**config.mk**
```make
export PLATFORM = sky130hd
export DESIGN_NAME = bru_pred
export DESIGN_NICKNAME = d
export VERILOG_FILES = /design/src/rtl/bru_pred_pkg.sv /design/src/rtl/bru_uop_fifo.sv /design/src/rtl/bru_pred.sv
export SDC_FILE = /design/constraint.sdc
export NUM_CORES = 2
export LEC_CHECK = 0
export CAP_MARGIN = 25
export CELL_PAD_IN_SITES_DETAIL_PLACEMENT = 1
export CELL_PAD_IN_SITES_GLOBAL_PLACEMENT = 1
export CORE_UTILIZATION = 40
export DETAILED_ROUTE_END_ITERATION = 10
export PLACE_DENSITY = 0.64
export SKIP_LAST_GASP = 1
export SYNTH_ARGS = -nofsm -noshare
export SYNTH_HDL_FRONTEND = slang
export SYNTH_SLANG_ARGS = --single-unit
```
**constraint.sdc**
```tcl
create_clock -name clk_i -period 55.3 [get_ports clk_i]
set_input_delay 8.295 -clock clk_i [delete_from_list [all_inputs] [get_ports clk_i]]
set_output_delay 8.295 -clock clk_i [all_outputs]
set_load 0.01 [all_outputs]
```
**src/rtl/bru_pred_pkg.sv**
```systemverilog
// bru_pred_pkg: opcode/funct3 constants and the buffered micro-op layout shared by bru_pred and its FIFO
package bru_pred_pkg;
  localparam int XLEN_MAX = 64;
  localparam int ITAG_MAX = 8;
  localparam logic [4:0] OP_AUIPC = 5'b00101, OP_JAL = 5'b11011, OP_JALR = 5'b11001, OP_BRANCH = 5'b11000;
  localparam logic [2:0] F3_BEQ = 3'b000, F3_BNE = 3'b001, F3_BLT = 3'b100, F3_BGE = 3'b101, F3_BLTU = 3'b110, F3_BGEU = 3'b111;
  typedef struct packed {
    logic [XLEN_MAX-1:0] data1;
    logic [XLEN_MAX-1:0] data2;
    logic [XLEN_MAX-1:0] pc;
    logic [19:0]         imm20;
    logic [4:0]          opcode;
    logic [2:0]          funct3;
    logic                rvc;
    logic                pred_taken;
    logic [XLEN_MAX-1:0] pred_target;
    logic [ITAG_MAX-1:0] itag;
  } uop_t;
  function automatic logic is_cf(input logic [4:0] op);
    return op == OP_BRANCH || op == OP_JAL || op == OP_JALR;
  endfunction
endpackage

```
**src/rtl/bru_uop_fifo.sv**
```systemverilog
// bru_uop_fifo: DEPTH-entry uop FIFO (push/pop/clr in, head/full/empty out), extra pointer bit tells full from empty
module bru_uop_fifo import bru_pred_pkg::*; #(
  parameter int DEPTH = 4
) (
  input  logic clk_i,
  input  logic arst_ni,
  input  logic clr_i,
  input  logic push_i,
  input  logic pop_i,
  input  uop_t din_i,
  output uop_t dout_o,
  output logic full_o,
  output logic empty_o
);
  localparam int AW = $clog2(DEPTH);
  uop_t mem_q [DEPTH];
  logic [AW:0] wp_q, wp_d, rp_q, rp_d;
  assign empty_o = wp_q == rp_q;
  assign full_o = wp_q == {~rp_q[AW], rp_q[AW-1:0]};
  assign dout_o = mem_q[rp_q[AW-1:0]];
  always_comb begin
    wp_d = clr_i ? '0 : wp_q + (AW+1)'(push_i & !full_o);
    rp_d = clr_i ? '0 : rp_q + (AW+1)'(pop_i & !empty_o);
  end
  always_ff @(posedge clk_i or negedge arst_ni) begin
    if (!arst_ni) begin
      wp_q <= '0;
      rp_q <= '0;
    end else begin
      wp_q <= wp_d;
      rp_q <= rp_d;
    end
  end
  always_ff @(posedge clk_i) begin
    if (push_i & !full_o & !clr_i) mem_q[wp_q[AW-1:0]] <= din_i;
  end
endmodule

```
**src/rtl/bru_pred.sv**
```systemverilog
// bru_pred: branch resolution unit; buffers uops (in_*), resolves and checks prediction, registered result (out_*) and counters (cnt_*)
module bru_pred import bru_pred_pkg::*; #(
  parameter int XLEN   = 64,
  parameter int DEPTH  = 4,
  parameter int ITAG_W = 8,
  parameter int C_EXT  = 1,
  parameter int CNT_W  = 32
) (
  input  logic              clk_i,
  input  logic              arst_ni,
  input  logic              flush_i,
  input  logic              in_valid_i,
  output logic              in_ready_o,
  input  logic [XLEN-1:0]   in_data1_i,
  input  logic [XLEN-1:0]   in_data2_i,
  input  logic [XLEN-1:0]   in_pc_i,
  input  logic [19:0]       in_imm20_i,
  input  logic [4:0]        in_opcode_i,
  input  logic [2:0]        in_funct3_i,
  input  logic              in_rvc_i,
  input  logic              in_pred_taken_i,
  input  logic [XLEN-1:0]   in_pred_target_i,
  input  logic [ITAG_W-1:0] in_itag_i,
  output logic              out_valid_o,
  input  logic              out_ready_i,
  output logic [XLEN-1:0]   out_data_o,
  output logic              out_jump_o,
  output logic              out_redirect_o,
  output logic [XLEN-1:0]   out_redirect_pc_o,
  output logic              out_misalign_o,
  output logic [ITAG_W-1:0] out_itag_o,
  output logic [CNT_W-1:0]  cnt_branch_o,
  output logic [CNT_W-1:0]  cnt_mispred_o
);
  uop_t in_uop, h;
  logic full, empty, push, pop, load, hs;
  logic [XLEN-1:0] pc, d1, d2, off, pc_off, jsum, target, link, res_data, res_rpc;
  logic is_br, is_jal, is_jalr, is_auipc, cf, cond, jump, mis, redir;
  logic out_valid_q, out_valid_d, jump_q, jump_d, redir_q, redir_d, mis_q, mis_d, cf_q, cf_d;
  logic [XLEN-1:0] data_q, data_d, rpc_q, rpc_d;
  logic [ITAG_W-1:0] itag_q, itag_d;
  logic [CNT_W-1:0] cnt_branch_q, cnt_branch_d, cnt_mispred_q, cnt_mispred_d;
  always_comb begin
    in_uop = '0;
    in_uop.data1 = XLEN_MAX'(in_data1_i);
    in_uop.data2 = XLEN_MAX'(in_data2_i);
    in_uop.pc = XLEN_MAX'(in_pc_i);
    in_uop.imm20 = in_imm20_i;
    in_uop.opcode = in_opcode_i;
    in_uop.funct3 = in_funct3_i;
    in_uop.rvc = in_rvc_i;
    in_uop.pred_taken = in_pred_taken_i;
    in_uop.pred_target = XLEN_MAX'(in_pred_target_i);
    in_uop.itag = ITAG_MAX'(in_itag_i);
  end
  assign push = in_valid_i & !full & !flush_i;
  assign load = !(out_valid_q & !out_ready_i);
  assign pop = load & !empty & !flush_i;
  assign hs = out_valid_q & out_ready_i;
  assign in_ready_o = !full;
  bru_uop_fifo #(.DEPTH(DEPTH)) u_fifo (
    .clk_i(clk_i), .arst_ni(arst_ni), .clr_i(flush_i), .push_i(push), .pop_i(pop),
    .din_i(in_uop), .dout_o(h), .full_o(full), .empty_o(empty)
  );
  // funct3[2:1] picks the comparison, funct3[0] inverts it (BNE/BGE/BGEU)
  always_comb begin
    pc = h.pc[XLEN-1:0];
    d1 = h.data1[XLEN-1:0];
    d2 = h.data2[XLEN-1:0];
    is_br = h.opcode == OP_BRANCH;
    is_jal = h.opcode == OP_JAL;
    is_jalr = h.opcode == OP_JALR;
    is_auipc = h.opcode == OP_AUIPC;
    cf = is_cf(h.opcode);
    off = is_auipc ? XLEN'($signed({h.imm20, 12'h000})) : is_jal ? XLEN'($signed({h.imm20, 1'b0})) :
          is_br ? XLEN'($signed({h.imm20[11:0], 1'b0})) : XLEN'($signed(h.imm20[11:0]));
    pc_off = pc + off;
    jsum = d1 + off;
    target = is_jalr ? {jsum[XLEN-1:1], 1'b0} : pc_off;
    link = pc + (h.rvc ? XLEN'(2) : XLEN'(4));
    cond = h.funct3[2:1] == 2'b00 ? (d1 == d2) ^ h.funct3[0] :
           h.funct3[2:1] == 2'b10 ? ($signed(d1) < $signed(d2)) ^ h.funct3[0] :
           h.funct3[2:1] == 2'b11 ? (d1 < d2) ^ h.funct3[0] : 1'b0;
    jump = is_jal | is_jalr | (is_br & cond);
    mis = jump & target[1] & (C_EXT == 0);
    redir = cf & !mis & ((jump != h.pred_taken) | (jump & (target != h.pred_target[XLEN-1:0])));
    res_data = is_auipc ? pc_off : (is_jal | is_jalr) ? link : '0;
    res_rpc = cf ? (jump ? target : link) : '0;
  end
  always_comb begin
    out_valid_d = flush_i ? 1'b0 : load ? !empty : out_valid_q;
    data_d = pop ? res_data : data_q;
    jump_d = pop ? jump : jump_q;
    redir_d = pop ? redir : redir_q;
    rpc_d = pop ? res_rpc : rpc_q;
    mis_d = pop ? mis : mis_q;
    cf_d = pop ? cf : cf_q;
    itag_d = pop ? h.itag[ITAG_W-1:0] : itag_q;
    cnt_branch_d = cnt_branch_q + CNT_W'(hs & cf_q);
    cnt_mispred_d = cnt_mispred_q + CNT_W'(hs & redir_q);
  end
  always_ff @(posedge clk_i or negedge arst_ni) begin
    if (!arst_ni) begin
      out_valid_q <= 1'b0;
      data_q <= '0;
      jump_q <= 1'b0;
      redir_q <= 1'b0;
      rpc_q <= '0;
      mis_q <= 1'b0;
      cf_q <= 1'b0;
      itag_q <= '0;
      cnt_branch_q <= '0;
      cnt_mispred_q <= '0;
    end else begin
      out_valid_q <= out_valid_d;
      data_q <= data_d;
      jump_q <= jump_d;
      redir_q <= redir_d;
      rpc_q <= rpc_d;
      mis_q <= mis_d;
      cf_q <= cf_d;
      itag_q <= itag_d;
      cnt_branch_q <= cnt_branch_d;
      cnt_mispred_q <= cnt_mispred_d;
    end
  end
  assign out_valid_o = out_valid_q;
  assign out_data_o = data_q;
  assign out_jump_o = jump_q;
  assign out_redirect_o = redir_q;
  assign out_redirect_pc_o = rpc_q;
  assign out_misalign_o = mis_q;
  assign out_itag_o = itag_q;
  assign cnt_branch_o = cnt_branch_q;
  assign cnt_mispred_o = cnt_mispred_q;
endmodule

```
==> results.md <==
* Status: finished, final reports clean
* Mapped Area at 68600 µm²
* Fin. Hold Viols at 0
* Critical path's slowest cell: buf_4
* CTS buffer count at 151
* Routability Congestion at 0.953
* Port Buffers at 502
* CP top delay family: buffers and inverters
* Pleak at 28.5 nW
* # IOs at 504
* Synth warn at 0
* Iter 0 DRT Violations at 4116
* Final-stage net count at 5963
* Synth Flop Type: edfxtp_1
* Share of cells above drive strength 1 at 12.4%
* Crit start category: primary input
* CTS Hold Buffers Added at 0
* Number of global-route vias before repair at 47600
* Final setup violation count at 0
* EDFF count, synth at 1176
* Net count after synthesis at approximately 5500
* Row cnt at 151
* Initial antenna violation count at 9
* Critical path depth at 7
* Die Wd at 416 µm
* Area growth, synth to finish at 18.1%
* Post-CTS sizing at 0
* Final ANT Viol Nets at 0
* Fin util at ~48%
* Final cell count without fillers at 7821
* GR Overflow Total at 0
* DRT Pass-1 Iters at 6
* Htree depth at 4
* Dpl hpwl at 182 mm
* WP data required at 55.74 ns
* Power per Cell Area at 42.6 nW/µm²
* Vias/cell at 6.02
* Worst-Margin Slew at between 1 and 1.5 ns
* Global-route wire length before repair at 348 mm
* CTS tree: yes
* Worst hold path type: reg -> reg
* Fmax at 0.0845 GHz
* Routed length per instance at 31.1 µm
* Met1 Routed Length at 108 mm
* Highest routed layer: met5
* Post-synthesis sequential area ratio at 59.2%
* Routed length on met2 at between 100 and 150 mm
* Worst-Skew Late Latency at 0.84 ns
* Syn Area/Cell at 13.7 µm²
* Number of distinct library cells after synthesis at 116
* Hold Path Stages at 1
* RSZ-0062 raised after global routing: no
* Final WL at between 200 and 250 mm
* Cell mode on critical path: buf_4
* Max Clock Skew at 0.0513 ns
* Post-CTS setup buffers at 0
* Placed instance count at 7540
* Max FO, Critical Path at 59
* Core area at 170000 µm²
* Drt drc at 0
* Critical path arrival at 12.27 ns
* Maxcap violations at 0
* Relative slew slack at ~28%
* Clock Tree Buf Depth at 3
* Die area at 173000 µm²
* Delay of the slowest cell on the worst path at 0.80 ns
* GRT Resource Usage Total at 27.9%
* CTS sink cnt at 1386
* Setup TNS at 0 ns
* Period utilization at between 20% and 30%
* Die Y at around 420 µm
* Largest net degree at the start of global routing at 115
* Starting density of the core at between 40% and 50%
* Cells after Synth at 4989
* Critical path endpoint category: flop
* CP Class: in -> reg
* Critical Path, Cell by Cell: clkdlybuf4s50_1 > nand3b_1 > inv_1 > and3_4 > buf_4 > buf_4 > buf_4
* Async SR Flop Fraction at 15.2%
* Vias at approximately 47000
* Worst Path Buf+Inv at 5
* Max IR drop VDD at approximately 0.034 mV
* Metal3 WL at 13.3 mm
* Flops & latches, synth at between 1000 and 1500
* Minimum clock period after layout at 11.83 ns
* R2R depth at 28
* Clock root buffer: clkbuf_16
* Number of max-slew violations in the final report at 0
* Clk pin slew, worst setup/hold paths at approximately 0.060 ns
## where the power goes
group / switching, mW / internal (mW)
Clock: 0.434 / 0.564
Sequential: 0.0539 / 1.19
Combinational: 0.771 / 0.441
Total: 1.26 / 2.19
## cell usage in the layout, fill, tap and decap left out, types with 40 or more instances in the layout
cell type	instances
a21o_1	131
a21oi_1	269
and3_1	74
buf_4	75
clkbuf_16	152
clkdlybuf4s50_1	501
dfrtp_1	208
edfxtp_1	1176
ha_1	186
inv_1	155
mux2i_1	54
mux4_2	290
nand2_1	370
nand3_1	107
nand4_1	95
nor2_1	268
nor3_1	91
o21a_1	40
o21ai_0	153
o21bai_1	48
o31ai_1	40
xnor2_1	180
xor2_1	98
## synth_stat cells, types with 20 or more instances
cell type | count | area (µm²)
or3_1 | 27 | 169
ha_1 | 186 | 2330
o31ai_1 | 40 | 300
a211oi_1 | 34 | 255
dfrtp_1 | 210 | 5260
a22o_1 | 27 | 236
edfxtp_1 | 1176 | 35300
and3_1 | 75 | 469
o21bai_1 | 48 | 360
mux2i_1 | 54 | 541
nor2_1 | 273 | 1020
a21oi_1 | 269 | 1350
nand2b_1 | 27 | 169
nand2_1 | 372 | 1400
a211o_1 | 28 | 245
nand3_1 | 107 | 536
nor3_1 | 92 | 460
xor2_1 | 98 | 858
buf_2 | 33 | 165
o221ai_1 | 23 | 201
nand4_1 | 95 | 594
buf_4 | 20 | 150
o21ai_0 | 153 | 766
a31oi_1 | 39 | 244
o21a_1 | 40 | 300
a221oi_1 | 21 | 184
inv_1 | 157 | 589
xnor2_1 | 180 | 1580
nor4_1 | 37 | 231
and2_1 | 35 | 219
nor2b_1 | 26 | 163
mux4_2 | 290 | 6530
a21o_1 | 131 | 983
clkbuf_1 | 176 | 661
## worst paths after layout
check / startpoint / to / slack (ns)
hold reg to reg: cnt_branch_o[31]$_DFF_PN0_ / cnt_branch_o[31]$_DFF_PN0_ / 0.47
min in group asynchronous: arst_ni / cnt_mispred_o[8]$_DFF_PN0_ / 7.43
setup reg to reg: u_fifo.rp_q[0]$_DFF_PN0_ / out_redirect_o$_DFFE_PN0P_ / 45.19
setup / recovery: flush_i / u_fifo.mem_q[3][193]$_DFFE_PP_ / 43.47
max in group asynchronous: arst_ni / out_redirect_pc_o[19]$_DFFE_PN0P_ / 46.47
hold / removal: cnt_branch_o[31]$_DFF_PN0_ / cnt_branch_o[31]$_DFF_PN0_ / 0.47
## state kept, by name, indices dropped and copies added (netlist names)
signal             cells
cf_q                   1
cnt_branch_o          32
cnt_mispred_o         32
out_data_o            64
out_itag_o             8
out_jump_o             1
out_redirect_o         1
out_redirect_pc_o     64
out_valid_o            1
u_fifo.mem_q        1176
u_fifo.rp_q            3
u_fifo.wp_q            3
## metal layers
| metal | track usage [%] | up-vias |
|---|---|---|
| li1 | - | 20500 |
| met1 | 39.2 | 24600 |
| met2 | 43.9 | 1592 |
| met3 | 3.93 | 312 |
| met4 | 11.0 | 6 |
| met5 | 0 | - |
## cells by family (layout without fill, tap and decap cells)
logic type | Yosys count | after routing | share of synthesized area [%]
flip-flops | 1386 | 1386 | 59.2
adder cells (fa/ha/maj) | 193 | 193 | 3.51
AO/OA/AOI/OAI | 1070 | 1070 | 10.9
multiplexers | 362 | 362 | 10.6
XOR/XNOR | 293 | 293 | 4.04
buffers and inverters | 407 | 1018 | 2.46
other | 1 | 4 | 0.00547
AND/OR/NAND/NOR | 1277 | 1277 | 9.26
## layout make-up
class / count / area [µm²]
antenna: 3 / 7.51
clock buffer: 203 / 4120
clock inverter: 73 / 796
fill: 16900 / 88900
inverter: 158 / 593
multi-input combinational: 3196 / 26400
sequential: 1386 / 40600
tap: 2218 / 2780
timing repair buffer: 584 / 5710
## worst register-to-register path, delay by kind of cell (launching register included)
family / cells / cell delay (ns)
AOI/OAI and AO/OA: 11 / 3.51
adders and majority gates: 1 / 0.48
buffers and inverters: 6 / 2.39
DFF: 1 / 0.85
muxes: 3 / 1.36
and+or+nand+nor: 7 / 1.44
## per-stage QoR
stage	hold WS [ns]	setup WS [ns]	area (µm²)	total power, mW
final	0.468	43.47	80900	3.45
after global routing	0.503	43.26	80900	3.57
after CTS	0.471	43.47	80900	3.45
after detailed placement	0.464	42.58	76000	2.45
after global placement	0.459	42.55	76000	2.43
after floorplan	0.440	24.22	68600	1.95
Note: power is estimated with default switching activity, not from simulation.
